### config.mk
export PLATFORM = sky130hd
export DESIGN_NAME = inst_fetch
export DESIGN_NICKNAME = d
export VERILOG_FILES = /design/src/rtl/inst_fetch.sv
export SDC_FILE = /design/constraint.sdc
export NUM_CORES = 1
export LEC_CHECK = 0
export ABC_AREA = 1
export BUFFER_PORTS_ARGS = -buffer_cell sky130_fd_sc_hd__buf_2
export CAP_MARGIN = 30
export CORE_MARGIN = 10
export CORE_UTILIZATION = 46
export DETAILED_ROUTE_END_ITERATION = 8
export GPL_TIMING_DRIVEN = 0
export PLACE_DENSITY_LB_ADDON = 0.1
export SYNTH_ARGS = -nofsm -noshare
export SYNTH_HDL_FRONTEND = slang
export SYNTH_SLANG_ARGS = --single-unit
### constraint.sdc
create_clock -name clk -period 6.4 [get_ports clk]
set_input_delay 1.28 -clock clk [delete_from_list [all_inputs] [get_ports clk]]
set_output_delay 1.28 -clock clk [all_outputs]
set_load 0.02 [all_outputs]
### src/rtl/inst_fetch.sv
// Instruction-fetch stage with a one-entry fetch buffer and the IF/ID pipeline register.
// Redirects that land while a read is in flight wait out the stale ack in S_DISCARD.
module inst_fetch #(
  parameter logic [31:0] PC_RESET = 32'h0000_0000
) (
  input  logic        clk,
  input  logic        rst,
  input  logic        if_rst,
  input  logic        if_en,
  input  logic        id_rst,
  input  logic        id_en,
  input  logic        redirect,
  input  logic [31:0] redirect_pc,
  output logic        imem_req,
  output logic [31:0] imem_addr,
  input  logic        imem_ack,
  input  logic [31:0] imem_data,
  output logic        if_valid,
  output logic        id_valid,
  output logic [31:0] inst_id,
  output logic [31:0] pc_id,
  output logic [31:0] pc_next_id
);

  typedef enum logic {S_FETCH, S_DISCARD} state_t;

  state_t      state_q, state_d;
  logic [31:0] fetch_pc_q, fetch_pc_d;
  logic [31:0] pending_pc_q, pending_pc_d;
  logic [31:0] buf_inst_q, buf_inst_d;
  logic [31:0] buf_pc_q, buf_pc_d;
  logic        buf_valid_q, buf_valid_d;
  logic [31:0] inst_id_q, inst_id_d;
  logic [31:0] pc_id_q, pc_id_d;
  logic        id_valid_q, id_valid_d;

  logic        consume;
  logic        ack;
  logic [31:0] redirect_tgt;

  always_comb begin
    consume      = if_en & id_en & buf_valid_q & ~redirect;
    imem_req     = ~rst & ~if_rst & ((state_q == S_DISCARD) | ~buf_valid_q | consume);
    ack          = imem_ack & imem_req;
    redirect_tgt = redirect_pc & 32'hFFFF_FFFC;

    state_d      = state_q;
    fetch_pc_d   = fetch_pc_q;
    pending_pc_d = pending_pc_q;
    buf_inst_d   = buf_inst_q;
    buf_pc_d     = buf_pc_q;
    buf_valid_d  = buf_valid_q;

    if (rst | if_rst) begin
      state_d      = S_FETCH;
      fetch_pc_d   = PC_RESET;
      pending_pc_d = 32'h0;
      buf_valid_d  = 1'b0;
    end else begin
      case (state_q)
        S_FETCH: begin
          if (redirect) begin
            buf_valid_d = 1'b0;
            // An unacked request must complete at the old address before retargeting.
            if (imem_req & ~imem_ack) begin
              pending_pc_d = redirect_tgt;
              state_d      = S_DISCARD;
            end else begin
              fetch_pc_d = redirect_tgt;
            end
          end else if (ack) begin
            buf_inst_d  = imem_data;
            buf_pc_d    = fetch_pc_q;
            buf_valid_d = 1'b1;
            fetch_pc_d  = fetch_pc_q + 32'd4;
          end else if (consume) begin
            buf_valid_d = 1'b0;
          end
        end
        S_DISCARD: begin
          buf_valid_d = 1'b0;
          if (ack) begin
            fetch_pc_d = redirect ? redirect_tgt : pending_pc_q;
            state_d    = S_FETCH;
          end else if (redirect) begin
            pending_pc_d = redirect_tgt;
          end
        end
        default: state_d = S_FETCH;
      endcase
    end
  end

  always_comb begin
    inst_id_d  = inst_id_q;
    pc_id_d    = pc_id_q;
    id_valid_d = id_valid_q;
    if (rst | id_rst) begin
      inst_id_d  = 32'h0;
      pc_id_d    = 32'h0;
      id_valid_d = 1'b0;
    end else if (id_en & consume) begin
      inst_id_d  = buf_inst_q;
      pc_id_d    = buf_pc_q;
      id_valid_d = 1'b1;
    end else if (id_en) begin
      inst_id_d  = 32'h0;
      pc_id_d    = 32'h0;
      id_valid_d = 1'b0;
    end
  end

  always_ff @(posedge clk) begin
    state_q      <= state_d;
    fetch_pc_q   <= fetch_pc_d;
    pending_pc_q <= pending_pc_d;
    buf_inst_q   <= buf_inst_d;
    buf_pc_q     <= buf_pc_d;
    buf_valid_q  <= buf_valid_d;
    inst_id_q    <= inst_id_d;
    pc_id_q      <= pc_id_d;
    id_valid_q   <= id_valid_d;
  end

  assign imem_addr  = fetch_pc_q;
  assign if_valid   = buf_valid_q;
  assign id_valid   = id_valid_q;
  assign inst_id    = inst_id_q;
  assign pc_id      = pc_id_q;
  assign pc_next_id = pc_id_q + 32'd4;

endmodule
==> run_results.csv, run 1 <==
group,metric,value,unit
run_status,status,"complete, no violations",
worst_setup_path,path_class,"primary input to primary output",
cts,numClockSinks,195,
synth,avgSynthCellArea,7.99,µm²
synth,ys.flop_type,"dfxtp_1",
timing,setup_violations,0,
cts,cts_setup_buffers,0,
synth,syn_nets,1161,
drt,vias,7654,
grt,grt_util_all_layers,19.2,%
drt,antenna_left,0,
timing,tightest_slew,0.665,ns
cts,cts_made_buffers,17,
grt,busiest_layer,"met2",
timing,post-route-period-util,62.8,%
die,dieArea,24800,µm²
worst_setup_path,worstPathMaxFanout,10,
worst_setup_path,cp.depth,8,
power_and_ir_drop,peakVddDrop,0.186,mV
drt,first_pass_iters,5,
grt,grt_use_met3,3.93,%
die,core-area,18600,µm²
die,die_w,157,µm
synth,netlist_instances,1087,
worst_setup_path,critPathTopFamily,"buffers and inverters",
grt,grt_antenna_before_repair,0,
job,maxCapViolCount,0,
timing,setup_slack,2.38,ns
worst_setup_path,worstPathArrival,2.74,ns
die,die_h,157,µm
drt,drt_iter0_drc,489,
timing,rsz0062_at_grt,"no",
cts,postCtsHoldBufs,0,
worst_setup_path,crit_start,"rst",
grt,use_met1,25.9,%
die,initial_core_util,46.6,%
synth,ys_seq_area_share,52.3,%
worst_setup_path,cpPeakStageDelay,0.33,ns
worst_setup_path,r2r_end,"buf_pc_q[5]",
cts,cts-root-buf,"clkbuf_16",
finish,layout-drive-gt1-share,21.7,%
drt,wirelength,24200,µm
cts,cts_resized,0,
worst_setup_path,worst-path-buf-inv,6,
cts,tritoncts,"built",
cts,cts_buffer_depth,2,
finish,final_util,57.0,%
worst_setup_path,cp-end-kind,"primary output",
cts,clk_latency,0.44,ns
timing,drv_slew,0,
finish,final_common_cell,"nand2_1",
synth,yosysUniqueCellTypes,40,
power_and_ir_drop,p_leak,4.38,nW
min_path,hp-start,"pending_pc_q[0]",
finish,nets,1381,
worst_setup_path,start_kind,"primary input",
die,io-pin-count,203,
placement,dp_hpwl,18400,µm
placement,dp_cells,1522,
cts,clk_pin_slew,0.07,ns
die,row_count,50,
timing,setup_tns,0,ns
synth,synth_edf_count,64,
finish,syn_to_final_growth,22.3,%
worst_setup_path,required,5.12,ns
worst_setup_path,endpoint,"imem_req",
drt,wl_per_cell,15.6,µm
placement,routabilityCongestion,0.872,
finish,instances_no_fill,1554,
min_path,worstHoldPathType,"flop to flop",
timing,fin_crit,4.02,ns
timing,slew_headroom,55.7,%
grt,grt_max_degree,32,
worst_setup_path,regToRegStartpoint,"state_q",
synth,yosys_warnings,0,
synth,ys_seq_elements,195,
timing,finClkSkew,0.0133,ns
finish,antenna_cells,0,
worst_setup_path,r2r_slack,4.18,ns
grt,grt_pass1_wl,37600,µm
worst_setup_path,crit_path_cell_trace,"buf_2, or2_1, inv_1, buf_2, buf_2, nand2_1, inv_1, buf_2",
drt,viasPerCell,4.93,
timing,whs,0.463,ns
worst_setup_path,slowest_stage,"or2_1",
grt,grtUsageMet2,30.2,%
cts,htreeDepth,4,
timing,hold_viol,0,
grt,grt_pass1_vias,7015,
placement,pre_cts_slack,2.41,ns
drt,drc_errors,0,
power_and_ir_drop,p_per_area,240,nW/µm²
synth,async_flop_share,0,%
worst_setup_path,path_common_cell,"buf_2",
placement,place.port_buffers,199,
worst_setup_path,r2r_cells,5,
finish,most-common-layout-cells,"nand2_1 (310), buf_2 (211), dfxtp_1 (131)",
grt,grt_overflow_total,0,
synth,syn_area,8680,µm²
timing,fmax,0.249,GHz
stage by stage:
step	instance area, µm²	total power, mW
finish	10600	2.55
global route	10600	2.65
CTS	10600	2.57
detailed placement	10000	1.53
global placement	9970	1.53
floorplan	8680	1.45
flip-flops by register name (all words and copies together), names as in the netlist:
name	count
imem_addr	32
buf_inst_q	32
id_valid	1
pending_pc_q	32
if_valid	1
buf_pc_q	32
inst_id	32
state_q	1
pc_id	32
Yosys cell counts, types with 5 or more instances:
master | instances | area, µm²
clkbuf_1 | 28 | 105
xor2_1 | 17 | 149
o21bai_1 | 5 | 37.5
nor3_1 | 9 | 45.0
nand3b_1 | 5 | 37.5
dfxtp_1 | 131 | 2620
xnor2_1 | 10 | 87.6
a21oi_1 | 116 | 581
edfxtp_1 | 64 | 1920
inv_1 | 101 | 379
o21ai_0 | 78 | 390
nor2_2 | 7 | 43.8
nand4_1 | 5 | 31.3
buf_2 | 12 | 60.1
o211ai_1 | 7 | 52.6
nand2_1 | 310 | 1160
nand3_1 | 33 | 165
nor2_1 | 91 | 342
buf_1 | 5 | 18.8
cell families (layout without fill, tap and decap cells):
group                    after synthesis  in the layout  share of synthesized area (%)
AND/OR/NAND/NOR                      486            486                           23.9
AO/OA/AOI/OAI                        220            220                           13.3
buffers and inverters                157            390                           7.39
flip-flops                           195            195                           52.3
XOR/XNOR                              27             27                           2.72
adder cells (fa/ha/maj)                2              2                          0.288
how the worst min path moves through the flow:
stage / endpoint / cells after the start
final: pending_pc_q[0] / 2
after global routing: inst_id[18] / 2
after detailed placement: pending_pc_q[0] / 2
after CTS: inst_id[25] / 2
after floorplan: pending_pc_q[0] / 2
after global placement: pending_pc_q[0] / 2
worst reg2reg max path, cell delays in order (launching register included):
cell and delay [ns]:
dfxtp_1 0.33, nor2_1 0.31, inv_1 0.12, clkbuf_1 0.33
nor2_4 0.56, buf_12 0.28
where the power goes:
group / total (mW) / switching, mW / internal [mW]
clock: 1.05 / 0.516 / 0.535
combinational: 0.184 / 0.122 / 0.0616
sequential: 1.32 / 0.0202 / 1.30
total: 2.55 / 0.659 / 1.89
cell type report:
cell class                      instances  area (µm²)
Multi-Input combinational cell        735        3500
Timing Repair Buffer                  201        1040
Clock inverter                         14         154
Clock buffer                           18         439
Tap cell                              234         293
Inverter                              105         394
Sequential cell                       195        4540
Fill cell                            1824        8020
Buffer                                 52         248
layer usage:
metal	wire length, µm	up-vias
li1	-	3971
met1	11100	3417
met2	11000	232
met3	1650	34
met4	397	0
met5	0	-
No activity file was read; power rests on OpenSTA's default activity.
==> run 2, diff against run 1 <==
--- a/config.mk
+++ b/config.mk
@@ -5,7 +5,7 @@
 export SDC_FILE = /design/constraint.sdc
 export NUM_CORES = 1
 export LEC_CHECK = 0
-export ABC_AREA = 1
+export ABC_AREA = 0
 export BUFFER_PORTS_ARGS = -buffer_cell sky130_fd_sc_hd__buf_2
 export CAP_MARGIN = 30
 export CORE_MARGIN = 10
==> constraint.sdc (replaced) <==
create_clock -name clk -period 4.13 [get_ports clk]
set_input_delay 0.826 -clock clk [delete_from_list [all_inputs] [get_ports clk]]
set_output_delay 0.826 -clock clk [all_outputs]
set_load 0.02 [all_outputs]
==> run 2 against run 1 <==
Clock-buffer cell count is 1 lower. Critical path depth is 2 lower. Total power is 54% higher. Worst hold slack better by 0.0078 ns. Combinational power is 45% higher. Via count is 4.6% lower. Utilization hardly changed. Global-route usage is 1.8 points higher.
==> run_results.csv, run 2 <==
group,metric,value,unit
run_status,status,"complete, no violations",
timing,drv_slew,0,
die,die_w,154,µm
drt,drt_iter0_drc,664,
synth,yosys.area.top_type,"dfxtp_1",
grt,grt_util_all_layers,20.9,%
worst_setup_path,regToRegStartpoint,"state_q",
worst_setup_path,critPathTopFamily,"simple AND/OR/NAND/NOR gates",
grt,grt_overflow_total,0,
cts,tritoncts,"built",
grt,grt_antenna_before_repair,0,
cts,cts_setup_buffers,0,
timing,finClkSkew,0.0104,ns
timing,fin_crit,3.49,ns
cts,htreeDepth,4,
drt,vias,7305,
grt,grt_pass1_wl,40400,µm
worst_setup_path,crit_start,"pc_id[7]",
timing,tightest_slew,0.906,ns
synth,ys_seq_area_share,54.9,%
synth,synth_edf_count,64,
synth,yosys_warnings,0,
grt,grt_max_degree,65,
power_and_ir_drop,p_leak,4.22,nW
placement,dp_hpwl,19100,µm
drt,viasPerCell,5.57,
synth,yosysUniqueCellTypes,55,
die,core-area,17800,µm²
finish,most-common-layout-cells,"buf_2 (205), dfxtp_1 (131), nor2_1 (124)",
synth,ys_seq_elements,195,
die,dieArea,23800,µm²
timing,fmax,0.287,GHz
finish,fill_cells,1641,
min_path,hp-start,"imem_addr[9]",
cts,cts_resized,0,
power_and_ir_drop,p_per_area,387,nW/µm²
power_and_ir_drop,seqPwrFrac,51.3,%
job,maxCapViolCount,0,
power_and_ir_drop,peakVddDrop,0.325,mV
finish,antenna_cells,0,
finish,multi_input_area,3450,µm²
finish,final_common_cell,"buf_2",
worst_setup_path,worstPathMaxFanout,7,
die,die_h,154,µm
synth,ys_top_cells_by_area,"dfxtp_1 (32%), edfxtp_1 (23%), a22oi_1 (5.9%)",
power_and_ir_drop,p_int,2.91,mW
cts,postCtsHoldBufs,0,
cts,clk_pin_slew,0.07,ns
power_and_ir_drop,power.share.switching,26.2,%
synth,async_flop_share,0,%
die,initial_core_util,46.4,%
cts,cts_buffer_depth,2,
cts,cts-root-buf,"clkbuf_16",
timing,post-route-period-util,84.5,%
synth,yosysMostFrequentCell,"dfxtp_1",
worst_setup_path,required,3.30,ns
timing,slew_headroom,39.1,%
placement,place.port_buffers,199,
finish,layout-drive-gt1-share,23.5,%
placement,place_area,9570,µm²
timing,rsz0062_at_grt,"no",
finish,nets,1143,
placement,routabilityCongestion,0.920,
synth,avgSynthCellArea,9.73,µm²
cts,cts_made_buffers,17,
power_and_ir_drop,p_switching,1.03,mW
worst_setup_path,worst-path-buf-inv,1,
synth,netlist_instances,851,
grt,grt_pass1_vias,7079,
drt,drc_errors,0,
cts,clk_latency,0.43,ns
finish,final_area,10200,µm²
die,io-pin-count,203,
drt,antenna_left,0,
drt,first_pass_iters,6,
synth,syn_nets,925,
synth,synthTopCellsByCount,"dfxtp_1 (131), nor2_1 (124), nand2_1 (77)",
worst_setup_path,path_class,"flop to primary output",
die,row_count,49,
cts,numClockSinks,195,
worst_setup_path,start_kind,"flop",
power_and_ir_drop,p_clk_share,41.9,%
worst_setup_path,cpPeakStageDelay,0.72,ns
synth,ys.flop_type,"dfxtp_1",
finish,regArea,4540,µm²
timing,setup_violations,0,
timing,hold_viol,0,
min_path,worstHoldPathType,"flop to flop",
finish,syn_to_final_growth,22.8,%
drt,wirelength,25700,µm
synth,syn_area,8280,µm²
worst_setup_path,cp-end-kind,"primary output",
drt,wl_per_cell,19.6,µm
worst_setup_path,worstPathArrival,2.66,ns
worst_setup_path,slowest_stage,"nor4_1",
power_and_ir_drop,pwr-share-comb,6.8,%
synth,synth.top_cell.area_share,31.7,%
worst_setup_path,crit_path_cell_trace,"nand4_1, nor4_1, nand2_1, nor3_1, xnor2_1, buf_2",
timing,setup_tns,0,ns
## run 2: cell families after synthesis
kind of cell | count (synthesis) | share of synthesized area, %
fa+ha+maj | 2 | 0.302
simple gates | 319 | 18.0
flops | 195 | 54.9
mux | 39 | 4.71
buf+inv | 74 | 3.59
xor+xnor | 30 | 3.17
compound gates | 192 | 15.3
## run 2: worst paths after layout
| check | slack [ns] | cells after the start | to |
|---|---|---|---|
| hold / removal | 0.47 | 0 | buf_pc_q[9] |
| hold reg to reg | 0.47 | 0 | buf_pc_q[9] |
| setup / recovery | 0.64 | 6 | pc_next_id[28] |
| setup reg to reg | 1.37 | 7 | imem_addr[4] |
## run 2: metrics by stage
step / worst slack (ns) / total power [mW] / std cells / hold WS (ns) / util (%)
after global placement: -0.420 / 2.33 / 1279 / 0.441 / 53.6
after detailed placement: 1.02 / 2.33 / 1279 / 0.450 / 53.7
final: 0.641 / 3.94 / 1311 / 0.470 / 57.0
after global routing: 0.349 / 4.06 / 1311 / 0.485 / 57.0
after CTS: 0.568 / 3.96 / 1311 / 0.470 / 57.0
after floorplan: 0.480 / 2.21 / 851 / 0.441 / -
## run 2: layer usage
| metal | track usage [%] | part of all wire (%) | vias up |
|---|---|---|---|
| met4 | 6.03 | 1.4 | 0 |
| met5 | 0 | 0 | - |
| met1 | 28.4 | 45 | 3432 |
| li1 | - | - | 3521 |
| met3 | 4.96 | 8.7 | 28 |
| met2 | 32.4 | 45 | 324 |
## run 2: area by class of cell
cell class                 instances  share of cell area, %
clock buffer                      17                   4.18
buffer                            62                   2.48
timing repair buffer             199                   9.79
clock inverter                    15                   1.71
inverter                          12                  0.443
sequential                       195                   44.7
multi-input combinational        582                   33.9
tap                              229                   2.82
## run 2: power groups by stage
stage	clock network (mW)	registers, mW	logic (mW)
3_5_place_dp	0	2.07	0.261
6_report	1.65	2.02	0.266
2_1_floorplan	0	2.07	0.136
5_1_grt	1.75	2.02	0.287
4_1_cts	1.67	2.02	0.262
3_3_place_gp	0	2.07	0.260
==> run 3, diff against run 2 <==
==> constraint.sdc (replaced) <==
create_clock -name clk -period 3.45 [get_ports clk]
set_input_delay 0.69 -clock clk [delete_from_list [all_inputs] [get_ports clk]]
set_output_delay 0.69 -clock clk [all_outputs]
set_load 0.02 [all_outputs]
==> run 3 against run 2 <==
Critical path type unchanged. Non-clock buffer count unchanged. Sequential share of layout area up 0.083 points. Largest cell class unchanged. Register-to-register slack worse by 0.50 ns. Via count down 1.3%.
==> run_results.csv, run 3 (synthesis results as in run 2) <==
group,metric,value,unit
run_status,status,"complete, no violations",
finish,syn_to_final_growth,22.5,%
finish,fill_cells,1594,
finish,layout-drive-gt1-share,23.6,%
timing,drv_slew,0,
drt,vias,7212,
cts,cts_made_buffers,17,
timing,hold_viol,0,
timing,finClkSkew,0.00744,ns
drt,viasPerCell,5.50,
worst_setup_path,worst-path-buf-inv,1,
die,initial_core_util,46.4,%
placement,place.port_buffers,199,
drt,antenna_left,0,
placement,routabilityCongestion,0.910,
die,die_h,154,µm
timing,slew_headroom,41.0,%
finish,multi_input_area,3450,µm²
timing,fmax,0.318,GHz
min_path,worstHoldPathType,"primary input to flop",
cts,cts_setup_buffers,0,
cts,clk_latency,0.43,ns
finish,most-common-layout-cells,"buf_2 (205), dfxtp_1 (131), nor2_1 (124)",
timing,setup_tns,0,ns
worst_setup_path,crit_path_cell_trace,"nand4_1, nor4_2, and3_1, nand4_1, xnor2_1, buf_2",
worst_setup_path,worstPathMaxFanout,7,
drt,drc_errors,0,
drt,first_pass_iters,5,
power_and_ir_drop,p_leak,4.21,nW
die,row_count,49,
worst_setup_path,worstPathArrival,2.45,ns
timing,setup_violations,0,
drt,drt_iter0_drc,675,
grt,grt_antenna_before_repair,0,
power_and_ir_drop,peakVddDrop,0.357,mV
cts,htreeDepth,4,
worst_setup_path,slowest_stage,"nor4_2",
finish,final_common_cell,"buf_2",
timing,whs,0.426,ns
worst_setup_path,path_class,"flop to primary output",
drt,wl_per_cell,19.3,µm
worst_setup_path,start_kind,"flop",
die,io-pin-count,203,
finish,antenna_cells,0,
die,dieArea,23800,µm²
cts,postCtsHoldBufs,0,
timing,fin_crit,3.14,ns
worst_setup_path,cp-end-kind,"primary output",
cts,tritoncts,"built",
power_and_ir_drop,p_per_area,457,nW/µm²
timing,tightest_slew,0.877,ns
die,core-area,17800,µm²
job,maxCapViolCount,0,
finish,regArea,4540,µm²
grt,grt_pass1_vias,6994,
finish,final_util,56.9,%
cts,cts_buffer_depth,2,
die,die_w,154,µm
cts,cts-root-buf,"clkbuf_16",
worst_setup_path,required,2.76,ns
timing,post-route-period-util,91.0,%
worst_setup_path,path_common_cell,"nand4_1",
grt,grt_overflow_total,0,
worst_setup_path,critPathTopFamily,"simple AND/OR/NAND/NOR gates",
cts,clk_pin_slew,0.08,ns
drt,wirelength,25300,µm
cts,numClockSinks,195,
grt,grt_util_all_layers,20.7,%
finish,nets,1143,
grt,grt_pass1_wl,39800,µm
placement,dp_hpwl,18800,µm
cts,cts_resized,0,
grt,grt_max_degree,65,
worst_setup_path,cpPeakStageDelay,0.56,ns
timing,rsz0062_at_grt,"no",
## run 3: routing by layer
metal	global-route usage (%)	share of wire, %	routed length [µm]	vias up
met1	28.1	45	11400	3394
met5	0	0	0	-
met3	5.38	8.1	2060	28
met4	5.71	1.5	386	0
met2	32.0	45	11500	279
li1	-	-	-	3511
## run 3: worst reg2reg max path, cell delays in order, from the launching register on
cell     delay [ns]
dfxtp_1        0.52
ha_1           0.31
nand3_1        0.14
nor4_2         0.82
and2_1         0.29
o21ai_0        0.11
a32o_1         0.28
## run 3: final timing paths
path                  from  depth (start not counted)        endpoint  slack, ns
max              pc_id[12]                          6  pc_next_id[31]       0.31
max reg2reg   imem_addr[2]                          6   imem_addr[20]       0.87
min          imem_data[30]                          1  buf_inst_q[30]       0.43
min reg2reg   imem_addr[9]                          0     buf_pc_q[9]       0.45
## run 3: metrics by stage
step	instances	total power [mW]	instance area (µm²)	worst slack [ns]
after floorplan	851	2.64	8290	0.635
after global placement	1279	2.78	9570	0.117
after detailed placement	1279	2.78	9570	0.527
after CTS	1311	4.67	10100	0.0769
after global routing	1311	4.79	10200	0.110
final	1311	4.64	10200	0.309
## run 3: cell type report
| type | count | area share [%] |
|---|---|---|
| plain buffers | 62 | 2.49 |
| repair buffers | 199 | 9.81 |
| well taps | 229 | 2.82 |
| multi-input cells | 582 | 34.0 |
| clock inverters | 15 | 1.47 |
| flip-flops and latches | 195 | 44.8 |
| inverters | 12 | 0.444 |
| clock buffers | 17 | 4.19 |
## run 3: report_power, final
| part | switching [mW] | internal [mW] |
|---|---|---|
| sequential | 0.0278 | 2.39 |
| combinational | 0.213 | 0.102 |
| clock | 0.948 | 0.960 |
